===== config.mk =====
export PLATFORM = sky130hd
export DESIGN_NAME = move_buffer_writer
export DESIGN_NICKNAME = d
export VERILOG_FILES = /design/src/rtl/move_buffer_writer.sv
export SDC_FILE = /design/constraint.sdc
export NUM_CORES = 1
export LEC_CHECK = 0
export ABC_CLOCK_PERIOD_IN_PS = 3100
export CORE_MARGIN = 2
export CORE_UTILIZATION = 54
export DETAILED_ROUTE_END_ITERATION = 10
export GPL_ROUTABILITY_DRIVEN = 0
export PLACE_DENSITY = 0.84
export SETUP_SLACK_MARGIN = 0.15
export SLEW_MARGIN = 40
export SYNTH_ARGS = -nofsm -noshare
export SYNTH_HDL_FRONTEND = slang
export SYNTH_SLANG_ARGS = --single-unit
export TNS_END_PERCENT = 5

===== constraint.sdc =====
create_clock -name clk -period 3.1 [get_ports clk]
set_input_delay 0.62 -clock clk [delete_from_list [all_inputs] [get_ports clk]]
set_output_delay 0.62 -clock clk [all_outputs]
set_load 0.005 [all_outputs]

===== src/rtl/move_buffer_writer.sv =====
// rtl/move_buffer_writer.sv - producer side of the move-buffer toggle-latch protocol
module move_buffer_writer #(
  parameter int buffer_bits        = 2,
  parameter int buffer_size        = 4,
  parameter int move_duration_bits = 32,
  parameter int payload_bits       = 64
) (
  input  logic                          clk,
  input  logic                          resetn,
  input  logic                          in_valid,
  output logic                          in_ready,
  input  logic [move_duration_bits-1:0] in_duration,
  input  logic [payload_bits-1:0]       in_payload,
  input  logic [buffer_bits-1:0]        moveind,
  input  logic                          move_done,
  output logic [buffer_size-1:0]        stepready,
  output logic [move_duration_bits-1:0] move_duration,
  output logic [payload_bits-1:0]       move_payload,
  output logic [buffer_bits:0]          occupancy,
  output logic                          full,
  output logic                          empty,
  output logic                          underflow_err
);

  localparam logic [buffer_bits:0]   size_c    = (buffer_bits+1)'(buffer_size);
  localparam logic [buffer_bits:0]   cnt_one   = 1;
  localparam logic [buffer_bits-1:0] ptr_one   = 1;

  logic [buffer_bits-1:0]        wr_ptr_q, wr_ptr_d;
  logic [buffer_bits:0]          count_q, count_d;
  logic [buffer_size-1:0]        stepready_q, stepready_d;
  logic                          move_done_q, move_done_d;
  logic                          underflow_err_q, underflow_err_d;
  logic [move_duration_bits-1:0] dur_mem_q [buffer_size];
  logic [move_duration_bits-1:0] dur_mem_d [buffer_size];
  logic [payload_bits-1:0]       pay_mem_q [buffer_size];
  logic [payload_bits-1:0]       pay_mem_d [buffer_size];

  logic accept;
  logic done_pulse;

  assign full          = (count_q == size_c);
  assign empty         = (count_q == '0);
  assign occupancy     = count_q;
  assign in_ready      = resetn & ~full;
  assign accept        = in_valid & in_ready;
  assign done_pulse    = move_done ^ move_done_q;
  assign stepready     = stepready_q;
  assign underflow_err = underflow_err_q;
  assign move_duration = dur_mem_q[moveind];
  assign move_payload  = pay_mem_q[moveind];

  always_comb begin
    wr_ptr_d        = wr_ptr_q;
    count_d         = count_q;
    stepready_d     = stepready_q;
    move_done_d     = move_done;
    underflow_err_d = underflow_err_q;
    dur_mem_d       = dur_mem_q;
    pay_mem_d       = pay_mem_q;

    // in_ready guarantees the slot at wr_ptr is free, so pending data never changes
    if (accept) begin
      dur_mem_d[wr_ptr_q]   = in_duration;
      pay_mem_d[wr_ptr_q]   = in_payload;
      stepready_d[wr_ptr_q] = ~stepready_q[wr_ptr_q];
      wr_ptr_d              = wr_ptr_q + ptr_one;
    end

    if (accept && !done_pulse) begin
      count_d = count_q + cnt_one;
    end else if (done_pulse && !accept) begin
      if (count_q == '0) begin
        underflow_err_d = 1'b1;
      end else begin
        count_d = count_q - cnt_one;
      end
    end
  end

  always_ff @(posedge clk) begin
    if (!resetn) begin
      wr_ptr_q        <= '0;
      count_q         <= '0;
      stepready_q     <= '0;
      move_done_q     <= 1'b0;
      underflow_err_q <= 1'b0;
    end else begin
      wr_ptr_q        <= wr_ptr_d;
      count_q         <= count_d;
      stepready_q     <= stepready_d;
      move_done_q     <= move_done_d;
      underflow_err_q <= underflow_err_d;
    end
  end

  // slot contents need no reset; stepready parity alone marks them pending
  always_ff @(posedge clk) begin
    dur_mem_q <= dur_mem_d;
    pay_mem_q <= pay_mem_d;
  end

endmodule

### Word-level counts from Yosys, hierarchy flattened

Index checks and enable logic that the tools add are counted.

* add/subtract/negate cells: 3
* magnitude comparators: 5
* equality and inequality tests: 2
* mux-type cells: 20
* bitwise logic cells: 8
* reduce and logical (&&, ||, !) cells: 10

Operators by type and width (number)
* $bwmux W256: 1
* $mux W64: 3
* $bmux W64 S2: 1
* $bwmux W128: 1
* $demux W64 S2: 1
* $mux W32: 3
* $bmux W32 S2: 1
* $demux W32 S2: 1
* $mux W3: 3
* $ge A3 B3 Y1 const B: 2
* $not A2 Y3: 2
* $bwmux W4: 1
* $logic_and A1 B1 Y1: 4
* $add A3 B1 Y3 const B: 1
* $eq A3 B3 Y1 const B: 1
* $logic_not A3 Y1: 1
* $lt A2 B3 Y1 const B: 1
* $lt A3 B1 Y1 const B: 1
* $not A1 Y1: 3
* $reduce_and A3 Y1: 1
* $sub A3 B1 Y3 const B: 1
* $add A2 B1 Y2 const B: 1
* $and A1 B1 Y1: 2
* $bmux W1 S2: 1
* other kinds (8): 10

* bits in registers: 395
* bits of input ports: 102
* logic and storage cells: 61

### Depth between registers and ports, before layout

Gate-level depths: netlist of run 1.

* depth in word-level cells: 8
* gate-level depth with buffers: 9
* depth with buffers taken out: 8

### Worst setup path after synthesis of run 1

No wires, ideal clock.

* path kind: input to register
* start: input port in_valid
* end: register dur_mem_q[32] (netlist bit), enable pin
* arrival time: 2.242 ns
* data required time: 2.688 ns
* path slack: 0.446 ns
* cell stages on the path: 3
* path buffers: 1
* cells stage by stage: and2_1 > clkbuf_1 > and3_2

* cells in the longest elaborated chain, start to end: 1

Ends and longest elaborated chain
* from (decl): RTL line 10 `input logic in_valid,`
* $and A1 B1 Y1: RTL line 46 `assign accept = in_valid & in_ready;`
* to (signal assigned): RTL line 99 `dur_mem_q <= dur_mem_d;`
* to (decl): RTL line 34 `logic [move_duration_bits-1:0] dur_mem_q [buffer_size];`

No other way between the ends.
A chain may end at the register's enable or synchronous reset.

### Final worst setup path of run 1

* start: input port moveind[0]
* end: output port move_payload[46]

* cells in the longest elaborated chain, start to end: 4

Ends and longest elaborated chain
* from (decl): RTL line 14 `input logic [buffer_bits-1:0] moveind,`
* $not A2 Y3 (implied by the code): RTL line 51 `assign move_payload = pay_mem_q[moveind];`
* $bmux W64 S2: RTL line 51
* $mux W64 (implied by the code) (2 in a row): RTL line 51
* to (decl): RTL line 18 `output logic [payload_bits-1:0] move_payload,`

No other way between the ends. The select of a mux whose other input is x is not followed.

==> qor_table.md, run 1 <==
| Group | Quantity | Reported |
| --- | --- | --- |
| synthesis | Simple-Gate Fraction of Synth Area | 0.0117 |
| clock tree | Buffer cell driving the clock tree root | clkbuf_16 |
| route | Total detailed-routing wirelength | 28600 um |
| synthesis | Adder-cell share of the synthesized area | 0.00656 |
| synthesis | #FFs+latches synth | 395 |
| synthesis | Seq/Total Area, Yosys | 0.811 |
| floorplan | Number of top-level pins | 209 |
| route | DRT iter0 DRCs | 648 |
| run | Max-cap check violation count | 0 |
| pwr | Max VDD drop | 566 uV |
| critical path | Required time of the critical path | 2480 ps |
| route | WL/cell | 24.2 um |
| critical path | Master of the slowest instance on the critical path | mux4_2 |
| place | Buffers added on ports | 208 |
| critical path | Worst path arrival time | 2170 ps |
| place | Worst Setup Slack post-DPL | 222 ps |
| sta | RSZ-0062 raised after global routing | false |
| route | Via density | 5.73 |
| sta | F_max | 358 MHz |
| clock tree | CTS H-tree depth | 2 |
| pwr | Leakage power | 0.00601 uW |
| sta | Tightest Pin Transition | 615 ps |
| critical path | Startpoint Class | input port |
| sta | Worst clock skew on the final layout | 9.16 ps |
| clock tree | Latest clock arrival within the worst-skew pair | 510 ps |
| pwr | PD cells | 653 nW/um^2 |
| synthesis | Cells after Synth | 569 |
| synthesis | Multiplexer area fraction after synthesis | 0.151 |
| global routing | Via count of the first global-routing pass | 7165 |
| layout | Layout cell share with drive strength beyond 1 | 0.215 |
| global routing | Global router's overall resource usage | 0.206 |
| global routing | First-pass GRT wire length | 43300 um |
| layout | Synth-to-Final Area Change | 27.4% |
| clock tree | Sinks on Clock Net | 395 |
| clock tree | Number of buffers inserted during clock tree synthesis | 39 |
| route | Count of TritonRoute iterations in the first routing pass | 5 |
| synthesis | Total standard cell area after synthesis | 14500 um^2 |
| sta | Fin Setup TNS | 0 ps |
| layout | Post-route standard cell area excluding fillers | 18500 um^2 |
| clock tree | Count of instances resized after the clock tree is built | 0 |
| floorplan | Die boundary height | 168 um |
| floorplan | Die Footprint | 28200 um^2 |
| synthesis | Post-synth net total | 678 |
| route | # DRC | 0 |
| synthesis | Count of unique library cells instantiated by Yosys | 32 |
| layout | Post-layout nets | 928 |
| critical path | Type of destination of the critical path | output pin |
| clock tree | Clock tree from TritonCTS | yes |
| route | Total number of vias | 6775 |
| floorplan | Die width | 168 um |
| synthesis | Number of warning messages in the yosys log | 0 |
| clock tree | Buffer levels on the longest clock path | 3 |
| sta | Final setup viols | 0 |
| synthesis | Post-Synth XOR/XNOR Area | 0.00121 |
| synthesis | Average cell area after synthesis | 25.5 um^2 |
| sta | Remaining max-slew budget at the tightest pin | 0.586 |
| clock tree | Count of buffers added by post-CTS timing repair for setup | 0 |
| floorplan | Initial core utilization | 0.553 |
| sta | Share of the clock period used by the worst path | 0.901 |
| critical path | Cell Chain, Critical Path | buf_6 -> buf_12 -> mux4_2 -> clkdlybuf4s50_1 |
| sta | Final max-slew violation count | 0 |
| synthesis | Post-synthesis compound-gate area fraction | 0.00518 |
| status | Status | finished clean |
| synthesis | Main combinational cell family by area after synthesis | multiplexers |
| route | Remaining antenna violation count | 0 |
| worst hold path | Hold Crit Class | register to register |
| sta | Fin crit period | 2790 ps |
| clock tree | CTS Hold Buffers Added | 0 |
| critical path | CP Class | input port to output pin |
| clock tree | Clock-pin slew on the worst setup and hold paths | 60 ps |
| critical path | Max FO, Critical Path | 28 |
| place | Sum of net half-perimeters after detailed placement | 18400 um |
| critical path | Longest individual stage delay on the worst path | 550 ps |
| floorplan | Core area | 26200 um^2 |
| pwr | Overall Power | 12100 uW |
| sta | Final count of hold timing violations | 0 |
| place | Instance area at placement | 17200 um^2 |
| global routing | Remaining global-route overflow | 0 |
| sta | Post-route setup slack | 306 ps |
| global routing | Maximum number of pins on one net before global-route repair | 39 |
| floorplan | Site row count | 59 |
| global routing | Initial antenna violation count | 3 |
-- state kept, by name, indices dropped and copies added, names as in the netlist --
register       flops
dur_mem_q        128
move_done_q        1
occupancy          3
pay_mem_q        256
stepready          4
underflow_err      1
wr_ptr_q           2
-- critical path: cells and delay by family --
family                 cells  cell delay, ps
buffers and inverters      3             960
multiplexers               1             550
-- worst paths after layout --
path / cells past startpoint / from / slack, ps / end
max: 4 / moveind[0] / 310 / move_payload[46]
min: 2 / underflow_err / 520 / underflow_err
max reg2reg: 8 / occupancy[0] / 540 / occupancy[2]
min reg2reg: 2 / underflow_err / 520 / underflow_err
-- report_power, final --
| group | internal [uW] | total [uW] | switching [uW] |
|---|---|---|---|
| Combinational | 681 | 1230 | 549 |
| Clock | 2700 | 4510 | 1810 |
| Sequential | 6210 | 6320 | 110 |
| Total | 9590 | 12100 | 2470 |
-- cells in the final DEF (no fill, tap or decap), types with 2 or more instances in the layout --
cell type	count
a21boi_0	2
and2_1	3
and3_4	4
buf_12	14
buf_4	14
bufinv_16	2
clkbuf_1	9
clkbuf_16	42
clkbuf_8	3
clkdlybuf4s50_1	206
clkinv_1	9
dfxtp_1	11
diode_2	2
edfxtp_1	384
ha_1	6
inv_1	6
mux4_2	97
nand2_1	4
nand4_1	5
o211a_1	4
o21ai_0	2
-- synthesized netlist by cell type --
| master | number | area [um^2] |
|---|---|---|
| nand2b_1 | 1 | 6.26 |
| edfxtp_1 | 384 | 11500 |
| buf_2 | 11 | 55.1 |
| dfxtp_1 | 11 | 220 |
| a21boi_0 | 2 | 15.0 |
| and3_1 | 1 | 6.26 |
| buf_6 | 7 | 78.8 |
| and2_1 | 3 | 18.8 |
| nand2_1 | 4 | 15.0 |
| a21oi_1 | 1 | 5.00 |
| ha_1 | 6 | 75.1 |
| clkbuf_1 | 7 | 26.3 |
| and2_2 | 1 | 7.51 |
| and3_4 | 3 | 33.8 |
| fa_1 | 1 | 20.0 |
| buf_4 | 1 | 7.51 |
| nor2b_1 | 1 | 6.26 |
| mux2i_1 | 1 | 10.0 |
| o21ai_0 | 2 | 10.0 |
| mux4_2 | 97 | 2180 |
| inv_1 | 6 | 22.5 |
| o21ai_1 | 1 | 5.00 |
| o211a_1 | 4 | 40.0 |
| nor3_1 | 1 | 5.00 |
| xor2_1 | 1 | 8.76 |
| nand4_1 | 5 | 31.3 |
| and3_2 | 1 | 7.51 |
| or4_1 | 1 | 7.51 |
| or3b_4 | 1 | 11.3 |
| or3_1 | 1 | 6.26 |
| xnor2_1 | 1 | 8.76 |
| nor4_1 | 1 | 6.26 |
-- routing by layer --
layer | share of wire | vias up | track usage
met5 | 0.00045 | - | 0
met4 | 0.014 | 2 | 0.0480
met3 | 0.078 | 36 | 0.0527
met2 | 0.52 | 292 | 0.352
met1 | 0.39 | 3497 | 0.271
li1 | - | 2948 | -
-- logic make-up after synthesis --
family | Yosys count
compound gates | 10
mux | 98
fa+ha+maj | 7
xor+xnor | 2
flops | 395
simple gates | 25
buf+inv | 32
-- stage by stage --
step	util	hold WS, ps	instances
after global placement	0.657	487	1113
after global routing	0.704	550	1181
after CTS	0.704	514	1181
after floorplan	-	478	569
final	0.704	519	1183
after detailed placement	0.657	491	1113
-- final cells by class --
class                      count  area [um^2]
tap                          335          419
clock buffer                  54         1130
sequential                   395        11800
timing repair buffer         235         2460
clock inverter                14          124
inverter                       6         22.5
fill                        1478         7740
multi-input combinational    142         2550
antenna                        2         5.00
Power figures use the tool's default switching activity.
==> inputs of run 2 (changes only) <==
HOLD_SLACK_MARGIN = 0.15   (was not set)
SKIP_LAST_GASP = 1   (was not set)
==> results of run 2 <==
Same layout as run 1: the final DEF is identical, and so are final timing and power.
==> inputs of run 3 (changes only) <==
CORE_MARGIN = not set   (was 2)
==> qor_table.md, run 3 (synthesized netlist as in run 1, its figures left out) <==
| Group | Quantity | Reported |
| --- | --- | --- |
| status | Status | complete, but fails checks |
| route | # DRC | 34 |
| floorplan | Initial core utilization | 0.553 |
| route | Total number of vias | 6868 |
| clock tree | Count of buffers added by post-CTS timing repair for setup | 0 |
| floorplan | Number of top-level pins | 209 |
| global routing | Remaining global-route overflow | 0 |
| sta | F_max | 358 MHz |
| sta | Tightest Pin Transition | 572 ps |
| global routing | First-pass GRT wire length | 43900 um |
| floorplan | Core area | 26200 um^2 |
| sta | Final count of hold timing violations | 0 |
| layout | Synth-to-Final Area Change | 26.7% |
| clock tree | Buffer cell driving the clock tree root | clkbuf_16 |
| clock tree | Buffer levels on the longest clock path | 3 |
| sta | Worst clock skew on the final layout | 9.19 ps |
| clock tree | Count of instances resized after the clock tree is built | 0 |
| floorplan | Die width | 166 um |
| critical path | Startpoint Class | input port |
| clock tree | Latest clock arrival within the worst-skew pair | 510 ps |
| floorplan | Site row count | 59 |
| global routing | Maximum number of pins on one net before global-route repair | 65 |
| layout | Highest-count cells in the layout ignoring fill and taps | edfxtp_1 (384), clkdlybuf4s50_1 (206), mux4_2 (97) |
| clock tree | Clock tree from TritonCTS | yes |
| critical path | Max FO, Critical Path | 31 |
| critical path | Critical path buffer and inverter count | 3 |
| clock tree | Sinks on Clock Net | 395 |
| sta | Fin Setup TNS | 0 ps |
| sta | Remaining max-slew budget at the tightest pin | 0.615 |
| critical path | Cell Chain, Critical Path | buf_6 -> buf_12 -> mux4_2 -> clkdlybuf4s50_1 |
| route | Total detailed-routing wirelength | 27900 um |
| layout | Post-layout nets | 919 |
| critical path | Master of the slowest instance on the critical path | mux4_2 |
| layout | Layout cell share with drive strength beyond 1 | 0.214 |
| layout | Most flops, register | pay_mem_q |
| route | Via density | 5.84 |
| critical path | Type of destination of the critical path | output pin |
| critical path | Cell type group with the largest total delay on the critical path | buffers and inverters |
| route | DRT iter0 DRCs | 619 |
| layout | Flip-flop count of the largest register, all copies and words added | 256 |
| worst hold path | Hold Crit Class | register to register |
| pwr | Leakage power | 0.00595 uW |
| clock tree | Number of buffers inserted during clock tree synthesis | 40 |
| critical path | CP Class | input port to output pin |
| critical path | Required time of the critical path | 2480 ps |
| sta | Final max-slew violation count | 0 |
| route | Routed wire length on met2 | 14000 um |
| clock tree | Clock-pin slew on the worst setup and hold paths | 50 ps |
| sta | Final hold slack | 539 ps |
| place | Buffers added on ports | 208 |
| layout | Most common cell after layout, fill and taps aside | edfxtp_1 |
| floorplan | Die boundary height | 166 um |
| place | Sum of net half-perimeters after detailed placement | 17200 um |
| clock tree | CTS Hold Buffers Added | 0 |
| run | Max-cap check violation count | 0 |
| sta | Share of the clock period used by the worst path | 0.902 |
| route | Remaining antenna violation count | 0 |
| status | Violations in the final reports | DRC |
| pwr | PD cells | 656 nW/um^2 |
| sta | Fin crit period | 2800 ps |
| clock tree | CTS H-tree depth | 2 |
| route | Detailed-routing wirelength on met1 | 11000 um |
| pwr | Max VDD drop | 510 uV |
| global routing | Initial antenna violation count | 3 |
| route | Count of TritonRoute iterations in the first routing pass | 9 |
| route | Met3 wirelength from detailed routing | 2440 um |
| global routing | Global router's overall resource usage | 0.211 |
| critical path | Longest individual stage delay on the worst path | 580 ps |
| layout | Final-layout fill cell count | 1461 |
| sta | RSZ-0062 raised after global routing | false |
| floorplan | Die Footprint | 27500 um^2 |
| global routing | Via count of the first global-routing pass | 7530 |
| sta | Final setup viols | 0 |
| route | WL/cell | 23.7 um |
| critical path | Worst path arrival time | 2180 ps |
| route | Highest routing layer actually used | met5 |
run 3: cell count changes in the layout (fill, tap and decap cells not counted), moves of 4 or more:
| cell | change |
|---|---|
| clkinvlp_4 | +4 |
| clkinv_2 | +6 |
| clkinv_1 | -4 |
| buf_4 | -8 |
run 3: final cells by class:
class | count | area [um^2] | share of cell area
Multi-Input combinational cell | 142 | 2550 | 0.139
Tap cell | 335 | 419 | 0.0228
Antenna cell | 2 | 5.00 | 0.000273
Sequential cell | 395 | 11800 | 0.640
Inverter | 6 | 22.5 | 0.00123
Timing Repair Buffer | 225 | 2360 | 0.128
Clock inverter | 21 | 170 | 0.00927
Clock buffer | 51 | 1070 | 0.0585
run 3: routing by layer:
layer	track usage	vias up
li1	-	2939
met1	0.285	3561
met2	0.348	319
met3	0.0548	45
met4	0.0524	4
met5	0	-
run 3: where the power goes:
| group | internal (uW) | switching [uW] | total (uW) |
|---|---|---|---|
| clock network | 2630 | 1880 | 4510 |
| logic | 667 | 551 | 1220 |
| registers | 6210 | 106 | 6320 |
| total | 9510 | 2540 | 12000 |
run 3: per-stage QoR:
step           worst slack [ps]  power [uW]  area (um^2)   util  cells
3_5_place_dp                109        7650        17100  0.653   1103
2_1_floorplan               446        6940        14500      -    569
5_1_grt                     223       12500        18400  0.700   1175
4_1_cts                     270       12200        18400  0.700   1175
6_report                    304       12000        18400  0.700   1177
3_3_place_gp                302        7570        17100  0.653   1103
run 3: worst register-to-register path: cells and delay by family, from the launching register on:
kind / cells / cell delay [ps]
buffers and inverters: 1 / 70
and+or+nand+nor: 3 / 950
xor gates and xnor gates: 1 / 170
AOI/OAI and AO/OA: 1 / 210
adders and majority gates: 2 / 630
DFF: 1 / 470
run 3: worst paths after layout:
check,from,endpoint,slack (ps),depth (start not counted)
setup / recovery,moveind[0],move_payload[37],300,4
hold / removal,wr_ptr_q[1],wr_ptr_q[1],540,2
setup reg to reg,occupancy[1],occupancy[2],510,8
hold reg to reg,wr_ptr_q[1],wr_ptr_q[1],540,2
